File: config.mk
export PLATFORM = sky130hd
export DESIGN_NAME = vga_timing_gen
export DESIGN_NICKNAME = d
export VERILOG_FILES = /design/src/rtl/vga_timing_pkg.sv /design/src/rtl/vga_timing_gen_mod_counter.sv /design/src/rtl/vga_timing_gen.sv
export SDC_FILE = /design/constraint.sdc
export NUM_CORES = 1
export LEC_CHECK = 0
export CAP_MARGIN = 20
export CORE_MARGIN = 5
export CORE_UTILIZATION = 45
export CTS_CLUSTER_DIAMETER = 60
export CTS_CLUSTER_SIZE = 12
export DETAILED_ROUTE_END_ITERATION = 12
export PLACE_DENSITY = 0.69
export SLEW_MARGIN = 20
export SYNTH_ARGS = -nofsm -noshare
export SYNTH_HDL_FRONTEND = slang
export SYNTH_SLANG_ARGS = --single-unit
File: constraint.sdc
create_clock -name clk -period 6.35 [get_ports clk]
set_input_delay 0.9525 -clock clk [delete_from_list [all_inputs] [get_ports clk]]
set_output_delay 0.9525 -clock clk [all_outputs]
set_load 0.05 [all_outputs]
File: src/rtl/vga_timing_pkg.sv
// Default 640x480@60 raster geometry and shared coordinate type for the VGA timing path.
package vga_timing_pkg;

   localparam int unsigned H_ACTIVE_D = 640;
   localparam int unsigned H_FP_D     = 16;
   localparam int unsigned H_SYNC_D   = 96;
   localparam int unsigned H_BP_D     = 48;
   localparam int unsigned V_ACTIVE_D = 480;
   localparam int unsigned V_FP_D     = 10;
   localparam int unsigned V_SYNC_D   = 2;
   localparam int unsigned V_BP_D     = 33;
   localparam int unsigned CW_D       = 10;

   // Total period of one axis: active + front porch + sync + back porch.
   function automatic int unsigned span_total(input int unsigned active, input int unsigned fp,
                                              input int unsigned sync, input int unsigned bp);
      return active + fp + sync + bp;
   endfunction

   localparam int unsigned H_TOTAL_D = span_total(H_ACTIVE_D, H_FP_D, H_SYNC_D, H_BP_D);
   localparam int unsigned V_TOTAL_D = span_total(V_ACTIVE_D, V_FP_D, V_SYNC_D, V_BP_D);

   typedef logic [CW_D-1:0] coord_t;

endpackage

File: src/rtl/vga_timing_gen_mod_counter.sv
// Modulo-MOD up-counter that resets to its terminal value so the first increment lands on zero.
module mod_counter #(
   parameter int unsigned MOD = 800,
   parameter int unsigned W   = 10
) (
   input  logic         clk,
   input  logic         rst_n,
   input  logic         inc,
   output logic [W-1:0] count,
   output logic         wrap
);

   localparam logic [W-1:0] TERM = W'(MOD - 1);

   // Terminal-count flag; used by the parent as the carry into the next axis.
   assign wrap = (count == TERM);

   always_ff @(posedge clk or negedge rst_n) begin
      if (!rst_n) begin
         count <= TERM;
      end else if (inc) begin
         count <= wrap ? '0 : count + W'(1);
      end
   end

endmodule

File: src/rtl/vga_timing_gen.sv
// Raster timing generator: col/row scan with registered sync, active and line/frame strobes
// aligned to the counters by decoding the next-state counts.
module vga_timing_gen
   import vga_timing_pkg::*;
#(
   parameter int unsigned H_ACTIVE = H_ACTIVE_D,
   parameter int unsigned H_FP     = H_FP_D,
   parameter int unsigned H_SYNC   = H_SYNC_D,
   parameter int unsigned H_BP     = H_BP_D,
   parameter int unsigned V_ACTIVE = V_ACTIVE_D,
   parameter int unsigned V_FP     = V_FP_D,
   parameter int unsigned V_SYNC   = V_SYNC_D,
   parameter int unsigned V_BP     = V_BP_D,
   parameter logic        H_POL    = 1'b0,
   parameter logic        V_POL    = 1'b0,
   parameter int unsigned CW       = CW_D
) (
   input  logic          clk,
   input  logic          rst_n,
   input  logic          ce,
   output logic [CW-1:0] col,
   output logic [CW-1:0] row,
   output logic          HSync,
   output logic          VSync,
   output logic          active,
   output logic          line_start,
   output logic          frame_start
);

   localparam int unsigned H_TOTAL = span_total(H_ACTIVE, H_FP, H_SYNC, H_BP);
   localparam int unsigned V_TOTAL = span_total(V_ACTIVE, V_FP, V_SYNC, V_BP);

   localparam logic [CW-1:0] H_ACT_END = CW'(H_ACTIVE);
   localparam logic [CW-1:0] V_ACT_END = CW'(V_ACTIVE);
   localparam logic [CW-1:0] HS_START  = CW'(H_ACTIVE + H_FP);
   localparam logic [CW-1:0] HS_END    = CW'(H_ACTIVE + H_FP + H_SYNC);
   localparam logic [CW-1:0] VS_START  = CW'(V_ACTIVE + V_FP);
   localparam logic [CW-1:0] VS_END    = CW'(V_ACTIVE + V_FP + V_SYNC);

   if ((64'(H_TOTAL) > (64'(1) << CW)) || (64'(V_TOTAL) > (64'(1) << CW))) begin : g_cw_check
      $error("vga_timing_gen: CW too narrow for H_TOTAL/V_TOTAL");
   end

   logic          w_h_wrap;
   logic          w_v_wrap;
   logic          w_v_inc;
   logic [CW-1:0] w_col_nxt;
   logic [CW-1:0] w_row_nxt;

   assign w_v_inc = ce & w_h_wrap;

   mod_counter #(
      .MOD (H_TOTAL),
      .W   (CW)
   ) u_h_cnt (
      .clk   (clk),
      .rst_n (rst_n),
      .inc   (ce),
      .count (col),
      .wrap  (w_h_wrap)
   );

   mod_counter #(
      .MOD (V_TOTAL),
      .W   (CW)
   ) u_v_cnt (
      .clk   (clk),
      .rst_n (rst_n),
      .inc   (w_v_inc),
      .count (row),
      .wrap  (w_v_wrap)
   );

   // Counter values after the next enabled pixel; decoding these keeps strobes coincident with col/row.
   assign w_col_nxt = w_h_wrap ? '0 : col + CW'(1);
   assign w_row_nxt = w_h_wrap ? (w_v_wrap ? '0 : row + CW'(1)) : row;

   always_ff @(posedge clk or negedge rst_n) begin
      if (!rst_n) begin
         HSync       <= ~H_POL;
         VSync       <= ~V_POL;
         active      <= 1'b0;
         line_start  <= 1'b0;
         frame_start <= 1'b0;
      end else if (ce) begin
         HSync       <= ((w_col_nxt >= HS_START) && (w_col_nxt < HS_END)) ? H_POL : ~H_POL;
         VSync       <= ((w_row_nxt >= VS_START) && (w_row_nxt < VS_END)) ? V_POL : ~V_POL;
         active      <= (w_col_nxt < H_ACT_END) && (w_row_nxt < V_ACT_END);
         line_start  <= (w_col_nxt == '0);
         frame_start <= (w_col_nxt == '0) && (w_row_nxt == '0);
      end
   end

endmodule

# Word-level counts from Yosys, hierarchy flattened
# Cells that the tools add are included.
# totals
in_bits	3
out_inout_bits	25
wordCells	29
regBits	25
# op_classes
eq_ne	2
bitwise_logic	1
n_addsub	2
mux	5
reduce_logical	6
order_cmp	6
# op_table
operator	n
2-to-1 mux 10 bit	3
adder 10 x 1 -> 10 bit (second input constant)	2
equality test 10 bit (second input constant)	2
logical NOT 10 bit	2
< comparator 10 bit (second input constant)	2
< comparator 10 x 9 -> 1 bit (second input constant)	2
greater-or-equal comparator 10 bit (second input constant)	1
greater-or-equal comparator 10 x 9 -> 1 bit (second input constant)	1
logical AND 1 bit	4
2-to-1 mux 1 bit	2
bitwise AND 1 bit	1

# Depth between registers and ports, before layout
# Gate-level depths: netlist (run 1).
# logic_depth
ltp_word	6
mapped_depth	9
ltp_nobuf	8

# Modules after synthesis
# From an unflattened synthesis (run 1), not the netlist that was laid out.
# hier_totals
hier_cells	211
area_unflattened_um2	1870.5
# modules_own_cells
mod	seq_area_each_um2	n_inst	area_each_um2	cells_each
vga_timing_gen	127.6	1	809.5	109
mod_counter (u_v_cnt)	254.0	1	540.5	52
mod_counter (u_h_cnt)	259.0	1	520.5	50

# Worst setup path before layout (run 1)
# OpenSTA, ideal clock, no wires.
# synth_path
path_type	flip-flop to flip-flop
start	register u_h_cnt.count[0]
end	register active
path_buffers	1
setup_ns	0.139
t_arrival_ns	2.087
synth_period_minus_slack_ns	2.227
path_slack_ns	4.123
path_stages_with_launch	8
t_required_ns	6.211
cell_sequence	dfstp_2 -> ha_1 -> and4_4 -> buf_6 -> nand3_2 -> a2111o_1 -> a22oi_2 -> o32ai_2
# synth_between
elab_chain_len	4
elab_cells_between_ends	7
classes_between	add/sub: 1; order compare: 2; eq/ne: 1; mux: 2; reduce/logical: 1
# synth_lines
item	line	source
start, declared	vga_timing_gen_mod_counter.sv:9	output logic [W-1:0] count,
start signal, assigned	vga_timing_gen_mod_counter.sv:22	count <= wrap ? '0 : count + W'(1);
adder 10 x 1 -> 10 bit / equality test 10 bit (equally long branches)	vga_timing_gen.sv:75, vga_timing_gen_mod_counter.sv:16	
2-to-1 mux 10 bit, on equally long branches	vga_timing_gen.sv:75, vga_timing_gen.sv:76	
< comparator 10 bit / < comparator 10 x 9 -> 1 bit (equally long branches)	vga_timing_gen.sv:88	active <= (w_col_nxt < H_ACT_END) && (w_row_nxt < V_ACT_END);
logical AND 1 bit (*)	vga_timing_gen.sv:88	
end signal, assigned	vga_timing_gen.sv:88	
end, declared	vga_timing_gen.sv:25	output logic active,
# Mark *: on every way between the ends. The rest lies on a longest branch, timed or not.
# A chain may end at the register's enable or synchronous reset.

# Worst setup path in the final report (run 1)
# layout_path
start	input ce
end	register u_v_cnt.count[3]
# layout_between
elab_chain_len	1
# layout_lines
item	line	source
start, declared	vga_timing_gen.sv:20	input logic ce,
bitwise AND 1 bit	vga_timing_gen.sv:50	assign w_v_inc = ce & w_h_wrap;
end signal, assigned	vga_timing_gen_mod_counter.sv:22	
end, declared	vga_timing_gen_mod_counter.sv:9	
# No other way between the ends.

==> flow_metrics.env, run 1 <==
export IMPL_vdd_drop_max_mv=0.259
export IMPL_layout_common_cells="clkdlybuf4s50_1 (27), nand2_1 (23), nor2_1 (21)"
export IMPL_viasPerCell=5.77
export IMPL_path_class="in -> reg"
export IMPL_rsz0062_at_grt="false"
export IMPL_wirelength_um=4290
export IMPL_slew_headroom=0.469
export IMPL_yosysSeqAreaShare=0.351
export IMPL_overflow=0
export IMPL_vias=1621
export IMPL_portBuffers=27
export IMPL_finalSetupViolations=0
export IMPL_cts_buffer_depth=2
export IMPL_worstHoldStart="line_start"
export IMPL_dp_hpwl_um=3010
export IMPL_arrival_ns=3.08
export IMPL_rows=23
export IMPL_timing_rr_start="u_h_cnt.count[0]"
export IMPL_finalWorstSetupSlack_ns=3.47
export IMPL_drive_above_1_share=0.130
export IMPL_die_w_um=73.7
export IMPL_grt_usage=0.169
export IMPL_netlist_instances=215
export IMPL_cpPeakStageDelay_ns=0.98
export IMPL_synth_ff_type="dfrtp_1"
export IMPL_start_kind="input pin"
export IMPL_dieArea_sq_um=5430
export IMPL_gr_usage_met2=0.240
export IMPL_min_path_type="reg -> reg"
export IMPL_ctsResizeCount=0
export IMPL_postRouteAntennaNets=0
export IMPL_power_density_nw_per_um2=252
export IMPL_grt_antenna_before_repair=0
export IMPL_fin_crit_ns=2.88
export IMPL_grt_pass1_wl_um=7190
export IMPL_p_total_mw=0.531
export IMPL_grt_max_degree=26
export IMPL_h_tree_depth=1
export IMPL_yosys_warnings=0
export IMPL_avgSynthCellArea_sq_um=8.49
export IMPL_period_share=0.454
export IMPL_cts_root_buf="clkbuf_8"
export IMPL_io_pins=28
export IMPL_cp_cell_sequence="clkdlybuf4s50_1, nand4_1, or3_1, o21ai_0"
export IMPL_core_area_sq_um=3970
export IMPL_clk_pin_slew_ns=0.09
export IMPL_syn_area_sq_um=1830
export IMPL_status="finished clean"
export IMPL_ys_ff_latch=25
export IMPL_synth_edf_count=0
export IMPL_diodes=0
export IMPL_tns_ns=0
export IMPL_cts_sinks=25
export IMPL_wl_per_cell_um=15.3
export IMPL_place_worst_setup_slack_ns=3.24
export IMPL_syn_to_final_growth_pct=15.4
export IMPL_cts_made_buffers=3
export IMPL_grtUsageMet3=0.0356
export IMPL_worstSetupEndpointType="flop"
export IMPL_worstPathRequired_ns=6.55
export IMPL_tightest_slew_ns=0.794
export IMPL_syn_num_nets=221
export IMPL_first_iter_violations=119
export IMPL_start_util=0.460
export IMPL_critical_path_top_delay_family="simple AND/OR/NAND/NOR gates"
export IMPL_ff2ff_path_depth=6
export IMPL_min_path_cells=1
export IMPL_postCtsHoldBufs=0
export IMPL_grt_met1_usage=0.261
export IMPL_r2r_end="active"
export IMPL_maxCapViolations=0
export IMPL_grt_pass1_vias=1479
export IMPL_cts_tree="built"
export IMPL_gp_congestion=0.896
export IMPL_synth_cell_types=55
export IMPL_worstSkewPairLatency_ns=0.27
export IMPL_die_y_um=73.7
export IMPL_max_freq_ghz=0.347
export IMPL_maxSlewViolCount=0
export IMPL_critPathBufInv=1
export IMPL_busiest_layer="met1"
export IMPL_fin_nets=238
export IMPL_cpMaxStageDelayCell="clkdlybuf4s50_1"
export IMPL_async_flop_share=1.00
export IMPL_skew_ns=0.00585
export IMPL_final_common_cell="clkdlybuf4s50_1"
export IMPL_firstDrtPassIters=4
export IMPL_hold_viol=0
export IMPL_power_leakage_nw=0.774
export IMPL_reg2reg_setup_slack_ns=3.95
export IMPL_cp_max_fo=22
export IMPL_drc_errors=0
export IMPL_holdPathEnd="line_start"
export IMPL_postCtsSetupBuffers=0
==> power breakdown <==
part,total (mW),internal [mW],switching (mW)
Clock,0.0949,0.0449,0.0500
Sequential,0.234,0.193,0.0406
Combinational,0.202,0.0775,0.125
Total,0.531,0.316,0.215
==> cell type report <==
class / instances / area (sq um)
timing repair buffer: 28 / 278
tap: 50 / 62.6
multi-input combinational: 165 / 1050
fill: 375 / 1860
clock buffer: 4 / 45.0
sequential: 25 / 641
inverter: 9 / 33.8
==> layer usage <==
metal / share of wire / wire length, um
met5: 0 / 0
met4: 0.0068 / 29
met3: 0.060 / 258
met2: 0.43 / 1830
met1: 0.51 / 2180
==> sequential cells by signal, indices dropped and copies added (netlist names) <==
name,flops
active,1
u_v_cnt.count,10
line_start,1
frame_start,1
u_h_cnt.count,10
HSync,1
VSync,1
==> metrics by stage <==
stage                      util  hold slack (ns)  instance area, sq um  cells
after floorplan               -            0.593                  1830    215
after global placement    0.519            0.465                  2060    277
after detailed placement  0.519            0.472                  2060    277
after CTS                 0.531            0.492                  2110    281
after global routing      0.531            0.535                  2110    281
final                     0.531            0.489                  2110    281
==> worst max-delay path by stage <==
| stage | startpoint | endpoint | slack (ns) | cells past startpoint |
|---|---|---|---|---|
| after floorplan | u_h_cnt.count[0] | active | 4.12 | 7 |
| after global placement | ce | u_v_cnt.count[3] | 3.25 | 4 |
| after detailed placement | ce | u_v_cnt.count[3] | 3.24 | 4 |
| after CTS | ce | u_v_cnt.count[3] | 3.52 | 4 |
| after global routing | ce | u_v_cnt.count[3] | 3.34 | 4 |
| final | ce | u_v_cnt.count[3] | 3.47 | 4 |
==> synth_stat cells (all sizes together), types with 2 or more instances <==
| master | instances | share of area |
|---|---|---|
| nand2 | 24 | 0.053 |
| nor2 | 21 | 0.043 |
| o21ai | 18 | 0.049 |
| nand3 | 15 | 0.047 |
| buf | 13 | 0.051 |
| dfrtp | 13 | 0.18 |
| dfstp | 12 | 0.17 |
| nor3 | 11 | 0.036 |
| a21oi | 10 | 0.027 |
| inv | 9 | 0.019 |
| xnor2 | 8 | 0.038 |
| a31oi | 7 | 0.024 |
| and4 | 3 | 0.016 |
| clkbuf | 3 | 0.0062 |
| ha | 3 | 0.021 |
| nand4 | 3 | 0.010 |
| o31ai | 3 | 0.012 |
| o41ai | 3 | 0.014 |
| or3 | 3 | 0.010 |
| xor2 | 3 | 0.014 |
| a221oi | 2 | 0.013 |
| and3 | 2 | 0.0069 |
| mux2 | 2 | 0.012 |
| nor4 | 2 | 0.010 |
| o311ai | 2 | 0.0096 |
| o32ai | 2 | 0.014 |
| or2 | 2 | 0.0069 |
==> logic make-up after synthesis <==
family | synth area share
AOI/OAI and AO/OA | 0.203
xor gates and xnor gates | 0.0528
adders and majority gates | 0.0206
buffers and inverters | 0.0754
DFF | 0.351
muxes | 0.0178
and+or+nand+nor | 0.280
No activity file was read; power rests on OpenSTA's default activity.
==> run 2: changes to the inputs <==
Clock period 6.35 ns to 2.7 ns, I/O delays scaled along.
==> run 2 against run 1 <==
Compared with the run above:
- hold slack worse by 0.013 ns
- routed wire length up 3.5%
- die area unchanged
- largest power group unchanged
- non-clock buffer count up 3
- combinational power up 140%
==> flow_metrics.env, run 2 (synthesis gave the netlist of run 1 again) <==
export IMPL_status="finished clean"
export IMPL_finalSetupViolations=0
export IMPL_final_util=0.537
export IMPL_finalWorstSetupSlack_ns=0.455
export IMPL_h_tree_depth=1
export IMPL_min_path_type="in -> async"
export IMPL_worstSkewPairLatency_ns=0.28
export IMPL_hold_viol=0
export IMPL_postCtsHoldBufs=0
export IMPL_tightest_slew_ns=0.506
export IMPL_largest_registers="u_h_cnt.count: 10 flops, u_v_cnt.count: 10 flops"
export IMPL_portBuffers=27
export IMPL_start_kind="flop"
export IMPL_wl_per_cell_um=15.6
export IMPL_io_pins=28
export IMPL_period_share=0.832
export IMPL_cts_buffer_depth=2
export IMPL_vdd_drop_max_mv=0.665
export IMPL_rows=23
export IMPL_tns_ns=0
export IMPL_whs_ns=0.476
export IMPL_start_util=0.460
export IMPL_dieArea_sq_um=5430
export IMPL_maxSlewViolCount=0
export IMPL_gp_congestion=0.896
export IMPL_max_freq_ghz=0.445
export IMPL_reg2reg_setup_slack_ns=0.45
export IMPL_worstPathRequired_ns=2.86
export IMPL_p_int_mw=0.743
export IMPL_path_class="reg -> reg"
export IMPL_cts_root_buf="clkbuf_8"
export IMPL_cp_max_fo=12
export IMPL_grt_antenna_before_repair=0
export IMPL_placed_area_sq_um=2080
export IMPL_wirelength_um=4440
export IMPL_drive_above_1_share=0.145
export IMPL_fin_nets=241
export IMPL_postRouteAntennaNets=0
export IMPL_dp_hpwl_um=3180
export IMPL_comb_power_share=0.379
export IMPL_grt_usage=0.171
export IMPL_postCtsSetupBuffers=0
export IMPL_swShare=0.417
export IMPL_skew_ns=0.00461
export IMPL_core_area_sq_um=3970
export IMPL_arrival_ns=2.41
export IMPL_syn_to_final_growth_pct=16.9
export IMPL_drc_errors=0
export IMPL_place_worst_setup_slack_ns=0.477
export IMPL_power_density_nw_per_um2=598
export IMPL_die_y_um=73.7
export IMPL_final_common_cell="clkdlybuf4s50_1"
export IMPL_maxCapViolations=0
export IMPL_die_w_um=73.7
export IMPL_first_iter_violations=108
export IMPL_rsz0062_at_grt="false"
export IMPL_firstDrtPassIters=4
export IMPL_vias=1660
export IMPL_layout_common_cells="clkdlybuf4s50_1 (27), nand2_1 (23), nor2_1 (21)"
export IMPL_cts_made_buffers=3
export IMPL_p_clk_frac=0.193
export IMPL_power_leakage_nw=0.789
export IMPL_fin_crit_ns=2.25
export IMPL_worstSetupEndpointType="flop"
export IMPL_ctsResizeCount=0
export IMPL_clk_pin_slew_ns=0.10
export IMPL_cts_tree="built"
export IMPL_final_area_sq_um=2130
export IMPL_grt_max_degree=26
export IMPL_power_switching_mw=0.532
export IMPL_viasPerCell=5.85
export IMPL_grt_pass1_wl_um=7250
export IMPL_cts_sinks=25
export IMPL_p_seq_frac=0.429
export IMPL_overflow=0
export IMPL_slew_headroom=0.661
export IMPL_grt_pass1_vias=1487
export IMPL_diodes=0
==> run 2: changes by cell type in the layout (fill, tap and decap cells not counted) <==
cell	previous run	this run
buf_4	1	4
clkbuf_1	1	0
clkinvlp_4	0	1
==> run 2: worst paths after layout <==
kind	from	endpoint	cells past startpoint
setup / recovery	u_h_cnt.count[0]	active	6
hold / removal	rst_n	u_h_cnt.count[7]	2
setup reg to reg	u_h_cnt.count[0]	active	6
hold reg to reg	HSync	HSync	2
max in group asynchronous	rst_n	u_h_cnt.count[3]	2
min in group clk	HSync	HSync	2
==> run 2: stage by stage <==
stage | total power [mW] | cells
global placement | 1.03 | 280
detailed placement | 1.03 | 280
floorplan | 0.906 | 215
global route | 1.34 | 284
CTS | 1.28 | 284
finish | 1.27 | 284
==> run 2: critical path, cell delays in order (launching register included) <==
cell      delay (ns)
dfstp_2         0.59
ha_1            0.24
and4_4          0.30
nand3_2         0.23
a2111o_1        0.46
a22oi_2         0.19
o32ai_2         0.12
==> run 2: power by group through the flow <==
stage	Combinational, mW	Sequential, mW	Clock [mW]
finish	0.483	0.546	0.246
global route	0.515	0.562	0.263
floorplan	0.215	0.691	0
CTS	0.486	0.547	0.251
detailed placement	0.482	0.553	0
global placement	0.481	0.551	0
==> run 2: layout make-up <==
type	instances	area, sq um
timing repair buffer	31	300
multi-input combinational	165	1050
inverter	9	33.8
clock inverter	1	7.51
clock buffer	3	41.3
sequential	25	641
fill	385	1840
tap	50	62.6
==> run 2: metal layers <==
metal,up-vias,track usage,routed length [um],share of wire
met5,-,0,0,0
met1,757,0.262,2170,0.49
li1,817,-,-,-
met2,70,0.235,1880,0.42
met3,16,0.0260,291,0.065
met4,0,0.0704,106,0.024
